[config.mk]
export PLATFORM = sky130hd
export DESIGN_NAME = sync_fifo_ctl_flat
export DESIGN_NICKNAME = d
export VERILOG_FILES = /design/src/rtl/fifo_pkg.sv /design/src/rtl/sync_fifo_ctl_if.sv /design/src/rtl/fifo_ram.sv /design/src/rtl/sync_fifo_ctl.sv /design/src/flat_wrapper.sv
export SDC_FILE = /design/constraint.sdc
export NUM_CORES = 1
export LEC_CHECK = 0
export BUFFER_PORTS_ARGS = -buffer_cell sky130_fd_sc_hd__buf_2
export CAP_MARGIN = 25
export CORE_ASPECT_RATIO = 1.5
export CORE_MARGIN = 2
export CORE_UTILIZATION = 50
export DETAILED_ROUTE_END_ITERATION = 10
export PLACE_DENSITY = 0.65
export SLEW_MARGIN = 10
export SYNTH_ARGS = -nofsm -noshare
export SYNTH_HDL_FRONTEND = slang
export SYNTH_SLANG_ARGS = --single-unit
[constraint.sdc]
create_clock -name clk -period 4.1 [get_ports clk]
set_clock_uncertainty 0.15 [all_clocks]
set_input_delay 0.41 -clock clk [delete_from_list [all_inputs] [get_ports clk]]
set_output_delay 0.41 -clock clk [all_outputs]
set_load 0.05 [all_outputs]
[src/rtl/fifo_pkg.sv]
// Shared definitions for the synchronous FIFO: read-mode encodings and
// the default almost-full threshold.
package fifo_pkg;

  localparam int FIFO_MODE_REG  = 0;
  localparam int FIFO_MODE_FWFT = 1;

  // Two words of margin below full; never below 1 so tiny FIFOs stay legal.
  function automatic int default_afull(input int logd);
    int d;
    d = 1 << logd;
    return (d > 2) ? d - 2 : 1;
  endfunction

endpackage

[src/rtl/sync_fifo_ctl_if.sv]
// Handshake and status bundle between a FIFO producer/consumer (master)
// and the FIFO controller (slave).
interface sync_fifo_ctl_if #(
  parameter int W    = 8,
  parameter int LOGD = 7
) ();

  logic          i_wr;
  logic [W-1:0]  i_data;
  logic          i_rd;
  logic          i_clr_err;
  logic [W-1:0]  o_data;
  logic          o_valid;
  logic          o_full;
  logic          o_empty;
  logic          o_afull;
  logic          o_aempty;
  logic [LOGD:0] o_fill;
  logic          o_overflow;
  logic          o_underflow;

  modport master (
    output i_wr, i_data, i_rd, i_clr_err,
    input  o_data, o_valid, o_full, o_empty, o_afull, o_aempty,
           o_fill, o_overflow, o_underflow
  );

  modport slave (
    input  i_wr, i_data, i_rd, i_clr_err,
    output o_data, o_valid, o_full, o_empty, o_afull, o_aempty,
           o_fill, o_overflow, o_underflow
  );

endinterface

[src/rtl/fifo_ram.sv]
// Simple dual-port RAM, one synchronous write port and a read port that is
// either registered (reset to zero) or asynchronous.
module fifo_ram #(
  parameter int W        = 8,
  parameter int LOGD     = 7,
  parameter int ASYNC_RD = 0
) (
  input  logic            clk,
  input  logic            i_reset,
  input  logic            wr_en,
  input  logic [LOGD-1:0] wr_addr,
  input  logic [W-1:0]    wr_data,
  input  logic            rd_en,
  input  logic [LOGD-1:0] rd_addr,
  output logic [W-1:0]    rd_data
);

  logic [W-1:0] mem [2**LOGD];

  always_ff @(posedge clk) begin
    if (wr_en) mem[wr_addr] <= wr_data;
  end

  generate
    if (ASYNC_RD != 0) begin : g_async_rd
      logic unused_rd_ctl;
      assign unused_rd_ctl = ^{i_reset, rd_en};
      assign rd_data       = mem[rd_addr];
    end else begin : g_reg_rd
      // Read-before-write: a same-address write this edge is not seen.
      always_ff @(posedge clk) begin
        if (i_reset)    rd_data <= '0;
        else if (rd_en) rd_data <= mem[rd_addr];
      end
    end
  endgenerate

endmodule

[src/rtl/sync_fifo_ctl.sv]
// Synchronous single-clock FIFO controller: full-depth pointers with wrap
// bit, occupancy/threshold flags, sticky error flags, REG or FWFT read mode.
module sync_fifo_ctl
  import fifo_pkg::*;
#(
  parameter int W      = 8,
  parameter int LOGD   = 7,
  parameter int FWFT   = FIFO_MODE_REG,
  parameter int AFULL  = default_afull(LOGD),
  parameter int AEMPTY = 1
) (
  input logic           clk,
  input logic           i_reset,
  sync_fifo_ctl_if.slave bus
);

  localparam int D = 2**LOGD;
  localparam logic [LOGD:0] PTR_ONE  = (LOGD+1)'(1);
  localparam logic [LOGD:0] AFULL_T  = (LOGD+1)'(AFULL);
  localparam logic [LOGD:0] AEMPTY_T = (LOGD+1)'(AEMPTY);

  generate
    if (LOGD < 1) begin : g_bad_logd
      $error("sync_fifo_ctl: LOGD must be at least 1");
    end
    if (AFULL < 1 || AFULL > D) begin : g_bad_afull
      $error("sync_fifo_ctl: AFULL out of range 1..D");
    end
    if (AEMPTY < 0 || AEMPTY > D-1) begin : g_bad_aempty
      $error("sync_fifo_ctl: AEMPTY out of range 0..D-1");
    end
    if (FWFT != FIFO_MODE_REG && FWFT != FIFO_MODE_FWFT) begin : g_bad_mode
      $error("sync_fifo_ctl: FWFT must be 0 or 1");
    end
  endgenerate

  logic [LOGD:0] wr_ptr, rd_ptr, fill;
  logic          full, empty, rd_ok, wr_ok;
  logic          overflow, underflow;
  logic [W-1:0]  ram_rd_data;

  assign fill  = wr_ptr - rd_ptr;
  assign empty = (wr_ptr == rd_ptr);
  assign full  = (wr_ptr[LOGD-1:0] == rd_ptr[LOGD-1:0]) &&
                 (wr_ptr[LOGD] != rd_ptr[LOGD]);

  // No bypass: an empty FIFO refuses the read even when a write arrives.
  assign rd_ok = bus.i_rd && !empty;
  assign wr_ok = bus.i_wr && (!full || rd_ok);

  always_ff @(posedge clk) begin
    if (i_reset) begin
      wr_ptr <= '0;
      rd_ptr <= '0;
    end else begin
      if (wr_ok) wr_ptr <= wr_ptr + PTR_ONE;
      if (rd_ok) rd_ptr <= rd_ptr + PTR_ONE;
    end
  end

  // A fresh error outranks a clear in the same cycle.
  always_ff @(posedge clk) begin
    if (i_reset) begin
      overflow  <= 1'b0;
      underflow <= 1'b0;
    end else begin
      if (bus.i_wr && !wr_ok)  overflow <= 1'b1;
      else if (bus.i_clr_err)  overflow <= 1'b0;
      if (bus.i_rd && !rd_ok)  underflow <= 1'b1;
      else if (bus.i_clr_err)  underflow <= 1'b0;
    end
  end

  fifo_ram #(
    .W        (W),
    .LOGD     (LOGD),
    .ASYNC_RD (FWFT)
  ) u_ram (
    .clk     (clk),
    .i_reset (i_reset),
    .wr_en   (wr_ok && !i_reset),
    .wr_addr (wr_ptr[LOGD-1:0]),
    .wr_data (bus.i_data),
    .rd_en   (rd_ok && !i_reset),
    .rd_addr (rd_ptr[LOGD-1:0]),
    .rd_data (ram_rd_data)
  );

  generate
    if (FWFT == FIFO_MODE_FWFT) begin : g_fwft
      assign bus.o_valid = !empty;
    end else begin : g_reg
      logic rd_vld_p1;
      // ---- stage p1: registered read data and its valid pulse ----
      always_ff @(posedge clk) begin
        if (i_reset) rd_vld_p1 <= 1'b0;
        else         rd_vld_p1 <= rd_ok;
      end
      assign bus.o_valid = rd_vld_p1;
    end
  endgenerate

  assign bus.o_data      = ram_rd_data;
  assign bus.o_fill      = fill;
  assign bus.o_full      = full;
  assign bus.o_empty     = empty;
  assign bus.o_afull     = (fill >= AFULL_T);
  assign bus.o_aempty    = (fill <= AEMPTY_T);
  assign bus.o_overflow  = overflow;
  assign bus.o_underflow = underflow;

endmodule

[src/flat_wrapper.sv]
// flat-port wrapper written by rule: the top's interface ports become plain ports
module sync_fifo_ctl_flat import fifo_pkg::*;
#(
  parameter int W      = 8,
  parameter int LOGD   = 7,
  parameter int FWFT   = FIFO_MODE_REG,
  parameter int AFULL  = default_afull(LOGD),
  parameter int AEMPTY = 1
)
  (clk, i_reset, bus_i_wr, bus_i_data, bus_i_rd, bus_i_clr_err, bus_o_data, bus_o_valid, bus_o_full, bus_o_empty, bus_o_afull, bus_o_aempty, bus_o_fill, bus_o_overflow, bus_o_underflow);
  sync_fifo_ctl_if #(.W(W), .LOGD(LOGD)) bus_i ();
  input logic clk;
  input logic i_reset;
  input wire logic [$bits(bus_i.i_wr)-1:0] bus_i_wr;
  input wire logic [$bits(bus_i.i_data)-1:0] bus_i_data;
  input wire logic [$bits(bus_i.i_rd)-1:0] bus_i_rd;
  input wire logic [$bits(bus_i.i_clr_err)-1:0] bus_i_clr_err;
  output wire logic [$bits(bus_i.o_data)-1:0] bus_o_data;
  output wire logic [$bits(bus_i.o_valid)-1:0] bus_o_valid;
  output wire logic [$bits(bus_i.o_full)-1:0] bus_o_full;
  output wire logic [$bits(bus_i.o_empty)-1:0] bus_o_empty;
  output wire logic [$bits(bus_i.o_afull)-1:0] bus_o_afull;
  output wire logic [$bits(bus_i.o_aempty)-1:0] bus_o_aempty;
  output wire logic [$bits(bus_i.o_fill)-1:0] bus_o_fill;
  output wire logic [$bits(bus_i.o_overflow)-1:0] bus_o_overflow;
  output wire logic [$bits(bus_i.o_underflow)-1:0] bus_o_underflow;
  assign bus_i.i_wr = bus_i_wr;
  assign bus_i.i_data = bus_i_data;
  assign bus_i.i_rd = bus_i_rd;
  assign bus_i.i_clr_err = bus_i_clr_err;
  assign bus_o_data = bus_i.o_data;
  assign bus_o_valid = bus_i.o_valid;
  assign bus_o_full = bus_i.o_full;
  assign bus_o_empty = bus_i.o_empty;
  assign bus_o_afull = bus_i.o_afull;
  assign bus_o_aempty = bus_i.o_aempty;
  assign bus_o_fill = bus_i.o_fill;
  assign bus_o_overflow = bus_i.o_overflow;
  assign bus_o_underflow = bus_i.o_underflow;
  sync_fifo_ctl #(.W(W), .LOGD(LOGD), .FWFT(FWFT), .AFULL(AFULL), .AEMPTY(AEMPTY)) u_core (.clk(clk), .i_reset(i_reset), .bus(bus_i));
endmodule
; ---- Word-level counts from Yosys, hierarchy flattened
; Memory sizes are Yosys's and may differ from the RTL's. A register that Yosys moved wholly into a read port is not among the register bits.
; Cells that the tools add are included.
[word_totals]
ff_bits = 19
ramBits = 1024
out_inout_bits = 23
elab_cells = 34
mem_count = 1
[op_classes]
add_sub_neg = 3
order_cmp = 2
eq_ne = 3
muxes = 5
reduce_logical = 15
[mem_list]
columns = name, depth, word_bits, read_ports, rd_clocked_by_memory_dff, wr, line_no
row1 = u_core.u_ram.mem, 128, 8, 1, 1, 1, fifo_ram.sv:18  ; logic [W-1:0] mem [2**LOGD];
[ops]
columns = operator, count
row1 = "adder 8 x 1 -> 8 bit, second input constant", 2
row2 = equality test 8 bit, 1
row3 = ">= comparator 8 x 7 -> 1 bit, second input constant", 1
row4 = "less-or-equal comparator 8 x 1 -> 1 bit, second input constant", 1
row5 = subtractor 8 bit, 1
row6 = equality test 7 bit, 1
row7 = logical AND 1 bit, 7
row8 = zero test 1 bit, 5
row9 = 2-to-1 mux 1 bit, 5
row10 = nonzero test 2 bit, 2
row11 = logical OR 1 bit, 1
row12 = != test 1 bit, 1

; ---- Longest topological paths before layout
; Gate-level depths: netlist (run 1).
[depth]
ltp_word = 8
mapped_depth = 13
depth_no_buf = 11

; ---- Modules after synthesis
; From an unflattened synthesis (run 1), not the netlist that was laid out.
[unflattened]
cells_unflattened = 2173
hier_area_um2 = 41803.8
[modules_own_cells]
columns = module, n_inst, cells_per_inst, area_each_um2, seq_area_each_um2
row1 = fifo_ram, 1, 2025, 40561.4, 30909.6
row2 = sync_fifo_ctl, 1, 148, 1242.4, 380.4

; ---- Least setup slack after synthesis (run 1)
; OpenSTA, ideal clock, no wires.
[synth_timing]
path_type = reg2out
startpoint = register u_core.rd_ptr[1]
endpoint = output port bus_o_aempty
t_arrival_ns = 4.508
slack_ns = -0.968
path_stages_with_launch = 14
n_path_buf = 4
path_cell_list = dfxtp_1 -> clkbuf_2 -> buf_4 -> clkinv_1 -> buf_2 -> buf_1 -> ha_1 -> nor2b_1 -> o21ai_0 -> a21boi_0 -> o31ai_1 -> a21oi_1 -> xnor2_1 -> nor4_1
[synth_via]
elab_chain_len = 2
[synth_rtl]
columns = element, line_no
row1 = from (decl), sync_fifo_ctl.sv:37  ; logic [LOGD:0] wr_ptr, rd_ptr, fill;
row2 = from (signal assigned), sync_fifo_ctl.sv:57  ; if (rd_ok) rd_ptr <= rd_ptr + PTR_ONE;
row3 = subtractor 8 bit, sync_fifo_ctl.sv:42  ; assign fill = wr_ptr - rd_ptr;
row4 = via bus_o_fill[7], flat_wrapper.sv:24  ; output wire logic [$bits(bus_i.o_fill)-1:0] bus_o_fill;
row5 = less-or-equal comparator 8 x 1 -> 1 bit, sync_fifo_ctl.sv:108  ; assign bus.o_aempty = (fill <= AEMPTY_T);
row6 = to (decl), flat_wrapper.sv:23  ; output wire logic [$bits(bus_i.o_aempty)-1:0] bus_o_aempty;
; The timed path passes the listed nets, and every way through them passes these cells.

; ---- Worst setup path in the final report (run 1)
[layout_timing]
startpoint = register u_core.rd_ptr[2]
endpoint = register u_core.u_ram.rd_data[5], read port of u_core.u_ram.mem
[layout_via]
elab_chain_len = 4
[layout_rtl]
columns = element, line_no
row1 = equality test 8 bit, sync_fifo_ctl.sv:43  ; assign empty = (wr_ptr == rd_ptr);
row2 = zero test 1 bit, sync_fifo_ctl.sv:48  ; assign rd_ok = bus.i_rd && !empty;
row3 = logical AND 1 bit, sync_fifo_ctl.sv:48
row4 = logical AND 1 bit, sync_fifo_ctl.sv:84  ; .rd_en (rd_ok && !i_reset),
row5 = to (decl), fifo_ram.sv:15  ; output logic [W-1:0] rd_data
; Several ways; a longest one is shown, not always the timed one.
; A chain may end at the register's enable or synchronous reset.

==> impl_results.md, run 1 <==
* Run status: completed
* Final setup fails at 0
* Total of fill cells in the finished design at 6,063
* Combinational family with the most area after synthesis: multiplexers
* Area growth syn-to-layout at 11.3%
* Root Buffer Master: sky130_fd_sc_hd__clkbuf_16
* Cell total after placement at 3,164
* Type of element launching the critical path: register
* Worst hold margin at 0.133 ns
* Source of the worst register-to-register timing path: u_core.rd_ptr[2]
* TritonCTS clock tree: yes
* Fraction of final layout cells with drive strength greater than 1 at about a fifth
* Number of clock buffers inserted by TritonCTS at 91
* Average instance area after synthesis at 19.6 um^2
* Sequential cell area at 31,300 um^2
* Starting utilization of the core area at approximately 50%
* Global router's overall resource usage at a little under a quarter
* Required time at the endpoint of the critical path at 4.44 ns
* Crit path time final at 3.93 ns
* Net Count, Synth at 2,127
* Area occupied by multi-input gates at 9260 um^2
* Finished Layout Cells at 3,336
* Number of global-route vias before repair at 21,462
* Depth of the CTS H-tree at 3
* Total number of vias at 20,789
* Floorplan row count at 129
* Die Height at 356 um
* First-pass iteration count of the detailed router at 5
* Warnings from Yosys at 0
* Summed instance area of the synthesized netlist at 41,300 um^2
* Final RePlAce weighted congestion at 0.904
* Launch point of the critical path: u_core.rd_ptr[2]
* Sum of routed wire length over all layers at a little under 100,000 um
* Share of synthesized cell area in full adder, half adder and majority cells at less than 1%
* Maximum number of pins on one net before global-route repair at 98
* Transition time of the tightest slew-check pin at 1.11 ns
* Max-slew headroom at 25.5%
* Post-DP HPWL at slightly above 60,000 um
* VDD IR max at 0.374 mV
* Insertion delay to the later sink of the worst-skew pair at 0.66 ns
* Post-route clock period utilization at between 90% and 100%
* Static Leak at 14.1 nW
* Average via count per standard cell at approximately 6.2
* Count of flip-flops with a built-in enable after synthesis at 1,024
* Worst setup EP type: register
* Max Slew Vio Count at 0
* Number of placed I/O pins at 36
* RSZ-0062 raised after global routing: no
* Fraction of synthesized area in multiplexers at 15.0%
* Initial antenna violation count at 1
* Drc violations at 0
* Area fraction in and, or, nand and nor cells after synthesis at around 3.7%
* Starting DRT DRC Count at 2,199
* Largest fanout on the critical path at 19
* Parity-gate share of the synthesized area counting xor and xnor cells at 0.403%
* Core region area at 82,200 um^2
* Chip width at 239 um
* Global route total overflow at 0
* Clock slew at the register clock pins of the worst setup and hold paths at roughly 0.060 ns
* Sequential share of the synthesized area at 75.9%
* Final antenna-violating net count at 0
* Die footprint at around 85,000 um^2
* Total number of clock tree sinks at between 1,000 and 1,500
* Total of max-cap violations at 0
* Power density over the cells at 505 nW/um^2
* Hold_sp: i_reset
* Async set-or-reset flop fraction in the synthesized netlist at 0%
* Worst endpoint data arrival time at between 4 and 5 ns
* Number of port buffers at 35
* Kind of critical path: register to register
* Max Root-Sink Buffers at 3
* Min-delay worst type: primary input to register
* Fmax at approximately 250 MHz
* WL per Instance at 29.5 um
* NumNets Final at approximately 2,200
* Wire length of the first global-routing pass at 144,000 um
* Cells after synthesis at 2,104
* Number of failing hold endpoints at the final stage at 0
* Fraction of the mapped netlist area in compound gates at 2.91%
* Synthesized flop and latch total at around 1,100
* Most used flip-flop cell after synthesis: sky130_fd_sc_hd__edfxtp_1
* Synth cell types at 53
* Post-route core utilization at 55.9%
[metrics by stage]
step	setup TNS [ns]	power (W)	cell area (um^2)	setup slack [ns]
global route	0	0.0238	45900	0.0118
finish	0	0.0232	45900	0.171
detailed placement	0	0.0146	42800	0.202
global placement	0	0.0146	42800	0.217
CTS	0	0.0233	45900	0.0547
floorplan	-0.112	0.0139	41300	-0.103
[report_power, final]
part           switching (W)  internal (W)  total (W)
logic                0.00149       0.00104    0.00254
clock network        0.00379       0.00499    0.00878
registers          0.0000532        0.0118     0.0119
total                0.00534        0.0178     0.0232
[routing by layer]
metal	vias up	part of all wire (%)	track usage [%]	wire length, um
li1	8784	-	-	-
met1	10923	39	30.5	38200
met2	870	51	39.7	50000
met3	212	6.3	3.55	6200
met4	0	4.2	9.76	4110
met5	-	0	0	0
[layout by cell type, fill, tap and decap left out, types with 9 or more instances in the layout]
cell type	instances
sky130_fd_sc_hd__o21ai_0	22
sky130_fd_sc_hd__inv_1	10
sky130_fd_sc_hd__nor4_1	14
sky130_fd_sc_hd__nor2_1	176
sky130_fd_sc_hd__clkinv_1	19
sky130_fd_sc_hd__a2111oi_0	31
sky130_fd_sc_hd__a21oi_1	30
sky130_fd_sc_hd__nand3_1	21
sky130_fd_sc_hd__clkbuf_1	16
sky130_fd_sc_hd__bufinv_16	13
sky130_fd_sc_hd__dfxtp_1	24
sky130_fd_sc_hd__mux4_2	200
sky130_fd_sc_hd__o22ai_1	60
sky130_fd_sc_hd__edfxtp_1	1024
sky130_fd_sc_hd__nand2_1	108
sky130_fd_sc_hd__ha_1	9
sky130_fd_sc_hd__xnor2_1	9
sky130_fd_sc_hd__buf_2	26
sky130_fd_sc_hd__clkbuf_16	93
sky130_fd_sc_hd__clkinv_2	14
sky130_fd_sc_hd__nor3_1	11
sky130_fd_sc_hd__buf_4	91
sky130_fd_sc_hd__mux2i_1	158
[final timing paths]
check                            endpoint  slack [ns]  cells past startpoint
setup / recovery  u_core.u_ram.rd_data[5]        0.17                     10
hold / removal           u_core.wr_ptr[1]        0.13                      2
setup reg to reg  u_core.u_ram.rd_data[5]        0.17                     10
hold reg to reg   u_core.u_ram.rd_data[0]        0.37                      2
[sequential cells by signal, indices dropped and copies added (netlist names)]
register and flops:
u_core.bus.o_valid 1, u_core.bus.o_underflow 1, u_core.wr_ptr 8, u_core.rd_ptr 8, u_core.bus.o_overflow 1, u_core.u_ram.rd_data 8
u_core.u_ram.mem 1024
[critical path, cell delays in order, from the launching register on]
cell and delay [ns]:
sky130_fd_sc_hd__dfxtp_4 0.55, sky130_fd_sc_hd__inv_2 0.11, sky130_fd_sc_hd__ha_1 0.35, sky130_fd_sc_hd__nand4_1 0.19
sky130_fd_sc_hd__nor3_2 0.10, sky130_fd_sc_hd__nor2_2 0.61, sky130_fd_sc_hd__nor2_1 0.08, sky130_fd_sc_hd__buf_4 0.20
sky130_fd_sc_hd__a221o_1 0.39, sky130_fd_sc_hd__nor4_1 0.91, sky130_fd_sc_hd__nor4_1 0.10
[cells by family (layout without fill, tap and decap cells)]
| family | count (synthesis) | in the layout |
|---|---|---|
| muxes | 362 | 362 |
| buffers and inverters | 125 | 308 |
| other | 0 | 1 |
| xor gates and xnor gates | 19 | 19 |
| DFF | 1051 | 1051 |
| and+or+nand+nor | 362 | 362 |
| AOI/OAI and AO/OA | 175 | 175 |
| adders and majority gates | 10 | 10 |
[Yosys cell counts (all sizes together) (5+ instances only)]
| library cell | instances | share of area (%) |
|---|---|---|
| a2111oi | 33 | 0.73 |
| a21oi | 30 | 0.36 |
| and3 | 7 | 0.11 |
| buf | 82 | 1.4 |
| clkbuf | 29 | 0.27 |
| dfxtp | 27 | 1.3 |
| edfxtp | 1024 | 75 |
| ha | 9 | 0.27 |
| inv | 11 | 0.10 |
| mux2i | 158 | 3.8 |
| mux4 | 204 | 11 |
| nand2 | 110 | 1.0 |
| nand3 | 21 | 0.25 |
| nand4 | 5 | 0.076 |
| nor2 | 178 | 1.6 |
| nor2b | 7 | 0.11 |
| nor3 | 12 | 0.15 |
| nor4 | 15 | 0.23 |
| o21ai | 22 | 0.27 |
| o22a | 7 | 0.15 |
| o22ai | 60 | 0.91 |
| xnor2 | 12 | 0.25 |
| xor2 | 7 | 0.15 |
[repair_timing]
item | CTS | global route
hold buffers | 4 | 0
buffers inserted | 0 | 2
endpoints found under the hold margin | 3 | 0
setup endpoints to repair | 1 | 1
resized for setup | 1 | 0
[final cells by class]
cell class | instances | share of cell area [%]
Tap cell | 1048 | 2.85
Multi-Input combinational cell | 928 | 20.2
Timing Repair Buffer | 129 | 2.14
Antenna cell | 1 | 0.00545
Sequential cell | 1051 | 68.1
Clock inverter | 56 | 1.39
Clock buffer | 109 | 5.20
Inverter | 14 | 0.114
No activity file was read; power rests on OpenSTA's default activity.
==> run 2, diff against run 1 <==
--- a/config.mk
+++ b/config.mk
@@ -5,6 +5,7 @@
 export SDC_FILE = /design/constraint.sdc
 export NUM_CORES = 1
 export LEC_CHECK = 0
+export ABC_AREA = 1
 export BUFFER_PORTS_ARGS = -buffer_cell sky130_fd_sc_hd__buf_2
 export CAP_MARGIN = 25
 export CORE_ASPECT_RATIO = 1.5
==> run 2 against run 1 <==
Core utilization fell by 0.69 points. Synthesized area rose by 8.3%. Critical path type is now register to output pin. Cell count rose by 61%. Clock power rose by 2.7%. Largest power group unchanged. Flip-flop and latch count did not move. Fmax rose by 4.8%. Register-to-register slack improved by 0.59 ns. Via count rose by 42%. Power rose by 5.3%. Clock-buffer cell count rose by 7.
==> impl_results.md, run 2 <==
* Share of the synthesized area in the top cell type at 68.8%
* Run status: completed
* Clock power frac at 37.0%
* VDD IR max at 0.310 mV
* Internal power contribution at approximately 0.018 W
* Seq pwr share at about half
* Number of placed I/O pins at 36
* Total number of clock tree sinks at 1,051
* Comb pwr share at 14.5%
* First-pass iteration count of the detailed router at 6
* Synthesized flop and latch total at 1,051
* Summed instance area of the synthesized netlist at 44,700 um^2
* Crit-path leading delay family: adder cells
* Most common cell after layout, fill and taps aside: sky130_fd_sc_hd__nand2_1
* Max FFs per register at 1,024
* Number of global-route vias before repair at 28,668
* Min-delay worst type: primary input to register
* Largest fanout on the critical path at 6
* Most flops, register: u_core.u_ram.mem
* Number of clock buffers inserted by TritonCTS at 95
* Required time at the endpoint of the critical path at roughly 3.5 ns
* Final RePlAce weighted congestion at roughly 0.97
* Depth of the CTS H-tree at 3
* Fraction of final layout cells with drive strength greater than 1 at 6.33%
* TritonCTS clock tree: yes
* Final antenna-violating net count at 0
* Worst setup EP type: output pin
* Insertion delay to the later sink of the worst-skew pair at around 0.7 ns
* Die Height at 370 um
* Total of max-cap violations at 0
* Sequential share of the synthesized area at 70.1%
* Cell total after placement at 5,188
* Final setup fails at 0
* Core region area at 88,700 um^2
* Root Buffer Master: sky130_fd_sc_hd__clkbuf_16
* List of cells traversed by the critical path: ha_1 > inv_1 > fa_1 > nand3_1 > nand2_1 > a31oi_1 > o21ai_0 > xor2_1 > nand2_1 > o21bai_1 > buf_2
* Global route total overflow at 0
* Wire length of the first global-routing pass at 178,000 um
* Power density over the cells at between 400 and 500 nW/um^2
* RSZ-0062 raised after global routing: no
* Max Slew Vio Count at 0
* Warnings from Yosys at 0
* Starting DRT DRC Count at roughly 2,800
* Static Leak at 18.6 nW
* Maximum number of pins on one net before global-route repair at 271
* NumNets Final at 4,159
* PostCTS Resize Cnt at 0
* Cell repeated most along the worst path: sky130_fd_sc_hd__nand2_1
* Worst endpoint data arrival time at 3.19 ns
* Transition time of the tightest slew-check pin at 1.21 ns
* Count of flip-flops with a built-in enable after synthesis at 1,024
* Max-slew headroom at 19.5%
* Fmax at ~270 MHz
* Cell with the most instances after synthesis: sky130_fd_sc_hd__nand2_1
* Number of failing hold endpoints at the final stage at 0
* Most used flip-flop cell after synthesis: sky130_fd_sc_hd__edfxtp_1
* Floorplan row count at 134
* Total of fill cells in the finished design at 7,479
* Sum of routed wire length over all layers at roughly 120,000 um
* Sw frac at 27.2%
* Chip width at 248 um
* Leading cell types by total area after synthesis: sky130_fd_sc_hd__edfxtp_1 69%, sky130_fd_sc_hd__nand2_1 9.6%, sky130_fd_sc_hd__nand3_1 4.8%, sky130_fd_sc_hd__nor2_1 4.6%, sky130_fd_sc_hd__inv_1 3.0%
* Number of port buffers at 35
* Setup TNS at 0 ns
* Synth cell types at 39
* Delay of the slowest critical-path stage at 0.47 ns
* WL per Instance at 22.4 um
* Async set-or-reset flop fraction in the synthesized netlist at 0%
* Net switching power of the design at 0.00664 W
* Type of element launching the critical path: register
* Average via count per standard cell at 5.49
* Cells after synthesis at 4,159
* Crit path time final at 3.75 ns
* Buf+Inv Stages, Crit Path at 2
* Die footprint at 91,800 um^2
* Global router's overall resource usage at 26.5%
* Average instance area after synthesis at ~11 um^2
* Post-DP HPWL at 73,000 um
* Initial antenna violation count at 0
* Post-route clock period utilization at between 90% and 100%
* Clock slew at the register clock pins of the worst setup and hold paths at 0.07 ns
* Cell type with the highest aggregate area in the netlist: sky130_fd_sc_hd__edfxtp_1
* Starting utilization of the core area at between 50% and 60%
* Area growth syn-to-layout at 9.64%
* Drc violations at 0
* Cell type of the slowest stage on the worst timing path: sky130_fd_sc_hd__dfxtp_4
* Kind of critical path: register to output pin
* Net Count, Synth at 4,182
* Total number of vias at 29,479
* Finished Layout Cells at 5,371
* Max Root-Sink Buffers at 3
* Top cells by count, synth: 1,148 x sky130_fd_sc_hd__nand2_1, 1,024 x sky130_fd_sc_hd__edfxtp_1, 552 x sky130_fd_sc_hd__nor2_1
* Highest-count cells in the layout ignoring fill and taps: 1,148 x sky130_fd_sc_hd__nand2_1, 1,024 x sky130_fd_sc_hd__edfxtp_1, 552 x sky130_fd_sc_hd__nor2_1
* Diode insertion count for antenna repair at 0
## run 2: cell count changes after synthesis, sizes merged, moves of 60 or more
cell / previous run / this run
nand2: 110 / 1150
nand3: 21 / 433
nor2: 178 / 555
inv: 11 / 364
o21ai: 22 / 236
mux4: 204 / 0
mux2i: 158 / 0
buf: 82 / 167
o22ai: 60 / 0
## run 2: final timing paths
kind                                       start                 endpoint  slack [ns]  depth (start not counted)
worst max register to register  u_core.rd_ptr[1]  u_core.u_ram.rd_data[4]        0.76                         13
worst max-delay path            u_core.rd_ptr[0]              bus_o_afull        0.35                         11
worst min-delay path               bus_i_data[0]  u_core.u_ram.mem[10][0]        0.09                          1
worst min register to register  u_core.rd_ptr[7]         u_core.rd_ptr[7]        0.34                          1
## run 2: through the flow
step | total power, W | area, um^2 | setup slack, ns | hold slack [ns] | utilization (%)
5_1_grt | 0.0252 | 49000 | 0.208 | 0.0946 | 55.2
3_3_place_gp | 0.0156 | 45800 | 0.861 | 0.301 | 51.6
3_5_place_dp | 0.0156 | 45800 | 0.822 | 0.312 | 51.6
2_1_floorplan | 0.0144 | 44700 | 0.0404 | 0.312 | -
6_report | 0.0244 | 49000 | 0.352 | 0.0869 | 55.2
4_1_cts | 0.0245 | 49000 | 0.340 | 0.0510 | 55.2
## run 2: cells by family (layout without fill, tap and decap cells)
kind of cell,after synthesis,in the layout,share of synthesized area [%]
and+or+nand+nor,2160,2160,19.6
DFF,1051,1051,70.1
buffers and inverters,593,649,5.89
AOI/OAI and AO/OA,338,338,3.96
adders and majority gates,10,10,0.297
xor gates and xnor gates,7,7,0.154
## run 2: cell type report
cell class | instances | area (um^2) | area share (%)
Sequential cell | 1051 | 31300 | 63.9
Multi-Input combinational cell | 2515 | 10800 | 22.0
Clock buffer | 116 | 2550 | 5.21
Tap cell | 1156 | 1450 | 2.95
Inverter | 369 | 1410 | 2.87
Timing Repair Buffer | 104 | 918 | 1.88
Clock inverter | 60 | 601 | 1.23
## run 2: routing by layer
metal / vias up / track usage (%) / part of all wire (%)
met4: 0 / 16.0 / 6.4
met1: 14102 / 31.4 / 36
met5: - / 0 / 0
met3: 314 / 3.23 / 6.1
li1: 13857 / - / -
met2: 1206 / 46.0 / 51
## run 2: worst reg2reg max path, cell delays in order (launching register included)
cell and delay [ns]:
sky130_fd_sc_hd__dfxtp_4 0.37, sky130_fd_sc_hd__inv_6 0.07, sky130_fd_sc_hd__buf_12 0.45, sky130_fd_sc_hd__buf_4 0.89, sky130_fd_sc_hd__o21ai_0 0.19, sky130_fd_sc_hd__o21ai_1 0.33
sky130_fd_sc_hd__nand2_1 0.10, sky130_fd_sc_hd__nand2_1 0.08, sky130_fd_sc_hd__inv_1 0.06, sky130_fd_sc_hd__nand2_1 0.11, sky130_fd_sc_hd__nand2_1 0.11, sky130_fd_sc_hd__nand3_1 0.19
sky130_fd_sc_hd__nand2_1 0.06, sky130_fd_sc_hd__a21oi_1 0.11
## run 2: timing repair
item                                   CTS  global route
buffers inserted                         0             0
endpoints found under the hold margin   10             0
hold buffers                             7             0
## run 2: power groups by stage
stage / sequential [W] / clock [W] / combinational (W)
after floorplan: 0.0121 / 0 / 0.00224
after global placement: 0.0121 / 0 / 0.00350
after detailed placement: 0.0121 / 0 / 0.00350
after CTS: 0.0119 / 0.00912 / 0.00352
after global routing: 0.0119 / 0.00947 / 0.00383
final: 0.0119 / 0.00902 / 0.00353
==> run 3, diff against run 2 <==
--- a/config.mk
+++ b/config.mk
@@ -12,7 +12,9 @@
 export CORE_MARGIN = 2
 export CORE_UTILIZATION = 50
 export DETAILED_ROUTE_END_ITERATION = 10
+export GPL_TIMING_DRIVEN = 0
 export PLACE_DENSITY = 0.65
+export RECOVER_POWER = 25
 export SLEW_MARGIN = 10
 export SYNTH_ARGS = -nofsm -noshare
 export SYNTH_HDL_FRONTEND = slang
==> constraint.sdc (replaced) <==
create_clock -name clk -period 4.1 [get_ports clk]
set_clock_uncertainty 0.15 [all_clocks]
set_input_delay 0.41 -clock clk [delete_from_list [all_inputs] [get_ports clk]]
set_output_delay 0.41 -clock clk [all_outputs]
set_load 0.02 [all_outputs]
==> run 3 against run 2 <==
The flow now finishes with violations (capacitance limit, slew limit, setup timing). Fmax is 12% lower. Die area is the same. First-iteration DRC count is 58% higher. Sequential share of layout area decreased by 1.8 points. Setup slack lost 0.50 ns. Combinational power grew 22%. Clock-buffer cell count up 7.
==> impl_results.md, run 3 (same netlist as run 2, synthesis figures left out) <==
* Root Buffer Master: sky130_fd_sc_hd__clkbuf_16
* Total of max-cap violations at 9
* Number of global-route vias before repair at around 31,000
* Worst setup EP type: register
* Source of the worst register-to-register timing path: u_core.rd_ptr[1]
* Total number of clock tree sinks at roughly 1,100
* Max Slew Vio Count at 570
* Final antenna-violating net count at 0
* Floorplan row count at roughly 130
* Internal power contribution at about 0.018 W
* Maximum number of pins on one net before global-route repair at 105
* Post-DP HPWL at about 110,000 um
* Required time at the endpoint of the critical path at 4.37 ns
* Die footprint at 91,800 um^2
* Global router's overall resource usage at 35.6%
* Worst hold path depth at 3
* Depth of the CTS H-tree at 3
* Number of placed I/O pins at 36
* Chip width at ~250 um
* Clock slew at the register clock pins of the worst setup and hold paths at 0.06 ns
* Starting DRT DRC Count at 4,448
* Seq pwr share at 47.1%
* Number of cells traversed by the worst register-to-register path at 14
* First-pass iteration count of the detailed router at 7
* Post-route core utilization at roughly 57%
* Core region area at 88,700 um^2
* Endpoint of the worst-slack reg-to-reg timing path: u_core.u_ram.mem[12][7]
* Drc violations at 0
* Initial antenna violation count at 4
* Wire length of the first global-routing pass at 224,000 um
* Fraction of final layout cells with drive strength greater than 1 at 10.5%
* Setup TNS at -2.17 ns
* Final RePlAce weighted congestion at between 1 and 1.5
* Overall power after layout at approximately 0.025 W
* Die Height at between 300 and 400 um
* Max-slew headroom at -119%
* Violated checks: capacitance limit, slew limit, setup timing
* VDD IR max at 0.377 mV
* Number of port buffers at 34
* Average via count per standard cell at 5.89
* Largest fanout on the critical path at 20
* Starting utilization of the core area at 50.4%
* Crit path time final at 4.25 ns
* Power density over the cells at 499 nW/um^2
* Run status: finished, violations left
* Hold_sp: bus_i_rd
* Area growth syn-to-layout at 12.7%
* Fmax at about 240 MHz
* Clock power frac at between 30 and 40%
* Most common cell after layout, fill and taps aside: sky130_fd_sc_hd__nand2_1
* Number of clock buffers inserted by TritonCTS at 97
* Final setup fails at 56
* Highest-count cells in the layout ignoring fill and taps: 1,147 x sky130_fd_sc_hd__nand2_1, 1,024 x sky130_fd_sc_hd__edfxtp_1, 462 x sky130_fd_sc_hd__nor2_1
* Transition time of the tightest slew-check pin at 3.28 ns
* Total number of vias at ~33,000
* Kind of critical path: register to register
* Comb pwr share at 17.1%
* WL per Instance at 29.1 um
* Max FFs per register at ~1,000
* Setup WS pre-CTS at -1.74 ns
* Most flops, register: u_core.u_ram.mem
* Slack of the worst reg-to-reg path at -0.15 ns
* Sum of routed wire length over all layers at 162,000 um
* NumNets Final at 4,351
* Global route total overflow at 0
* Max Root-Sink Buffers at 3
* Min-delay worst type: primary input to register
* Worst endpoint data arrival time at roughly 4.5 ns
* Worst hold endpoint: u_core.bus.o_valid
* Insertion delay to the later sink of the worst-skew pair at 0.73 ns
* Static Leak at 19.1 nW
* Type of element launching the critical path: register
* Final worst setup slack at -0.146 ns
* Post-route clock period utilization at 104%
* RSZ-0062 raised after global routing: yes
* Number of failing hold endpoints at the final stage at 0
* Sw frac at approximately 29%
* Net switching power of the design at 0.00739 W
* TritonCTS clock tree: yes
## run 3: cell types whose count changed in the layout (fill, tap and decap cells not counted), moves of 6 or more
cell / change
sky130_fd_sc_hd__buf_12: -13
sky130_fd_sc_hd__nor2_1: -90
sky130_fd_sc_hd__buf_6: +37
sky130_fd_sc_hd__buf_1: +13
sky130_fd_sc_hd__buf_4: -29
sky130_fd_sc_hd__buf_2: +102
sky130_fd_sc_hd__clkbuf_1: +67
sky130_fd_sc_hd__clkbuf_4: +6
sky130_fd_sc_hd__nor2_2: +37
sky130_fd_sc_hd__dlygate4sd3_1: +6
sky130_fd_sc_hd__nor2_4: +53
## run 3: worst max-delay path by stage
stage,from,end,slack [ns],cells after the start
finish,u_core.rd_ptr[1],u_core.u_ram.mem[12][7],-0.15,14
global route,u_core.rd_ptr[1],u_core.u_ram.mem[76][1],-0.10,14
CTS,u_core.rd_ptr[4],u_core.u_ram.mem[43][4],0.02,14
detailed placement,u_core.rd_ptr[3],u_core.u_ram.mem[74][4],-1.74,14
global placement,u_core.rd_ptr[3],u_core.u_ram.mem[42][6],-1.78,14
floorplan,u_core.rd_ptr[1],u_core.u_ram.mem[106][0],0.85,15
## run 3: metrics by stage
stage	instance area, um^2	hold WS [ns]	std cells
after floorplan	44700	0.312	4159
after global placement	46300	0.299	5349
after detailed placement	46700	0.306	5367
after CTS	50400	0.0122	5558
after global routing	50300	0.0601	5562
final	50400	0.0412	5564
## run 3: routing by layer
layer	share of wire [%]	vias to the layer above	global-route usage [%]
li1	-	14252	-
met1	33	15720	40.4
met2	47	2170	57.3
met3	10	609	7.58
met4	10	0	29.7
met5	0	-	0
## run 3: worst max-delay path, cell delays in order (launching register included)
cell and delay, ns:
sky130_fd_sc_hd__dfxtp_1 0.32, sky130_fd_sc_hd__clkbuf_4 0.23, sky130_fd_sc_hd__inv_1 0.10, sky130_fd_sc_hd__buf_4 0.18
sky130_fd_sc_hd__buf_6 0.32, sky130_fd_sc_hd__ha_1 0.32, sky130_fd_sc_hd__and3_1 0.20, sky130_fd_sc_hd__nand2_1 0.08
sky130_fd_sc_hd__nor2_2 0.05, sky130_fd_sc_hd__nand2_2 0.11, sky130_fd_sc_hd__nand2_4 0.11, sky130_fd_sc_hd__nor2_4 0.22
sky130_fd_sc_hd__nand4_4 0.44, sky130_fd_sc_hd__nor2_1 0.85, sky130_fd_sc_hd__buf_6 0.24
## run 3: final cells by class
class / instances / area (um^2)
clock inverters: 54 / 469
inverters: 369 / 1400
well taps: 1156 / 1450
fillers: 7434 / 38300
multi-input cells: 2515 / 11300
flip-flops and latches: 1051 / 31300
clock buffers: 123 / 2620
diodes: 2 / 5.00
repair buffers: 73 / 556
plain buffers: 221 / 1270
## run 3: power by group through the flow
stage / logic, W / clock network [W] / registers [W]
5_1_grt: 0.00444 / 0.00936 / 0.0118
3_3_place_gp: 0.00405 / 0 / 0.0121
2_1_floorplan: 0.00215 / 0 / 0.0121
6_report: 0.00430 / 0.00899 / 0.0118
4_1_cts: 0.00415 / 0.00897 / 0.0118
3_5_place_dp: 0.00412 / 0 / 0.0121
## run 3: what timing repair did
| action | CTS | global route |
|---|---|---|
| setup buffers | 4 | 1 |
| hold buffers | 13 | 0 |
| endpoints found under the hold margin | 170 | 0 |
| pin swaps | 1 | 1 |
| resized for setup | 153 | 18 |
| setup endpoints to repair | 1025 | 746 |
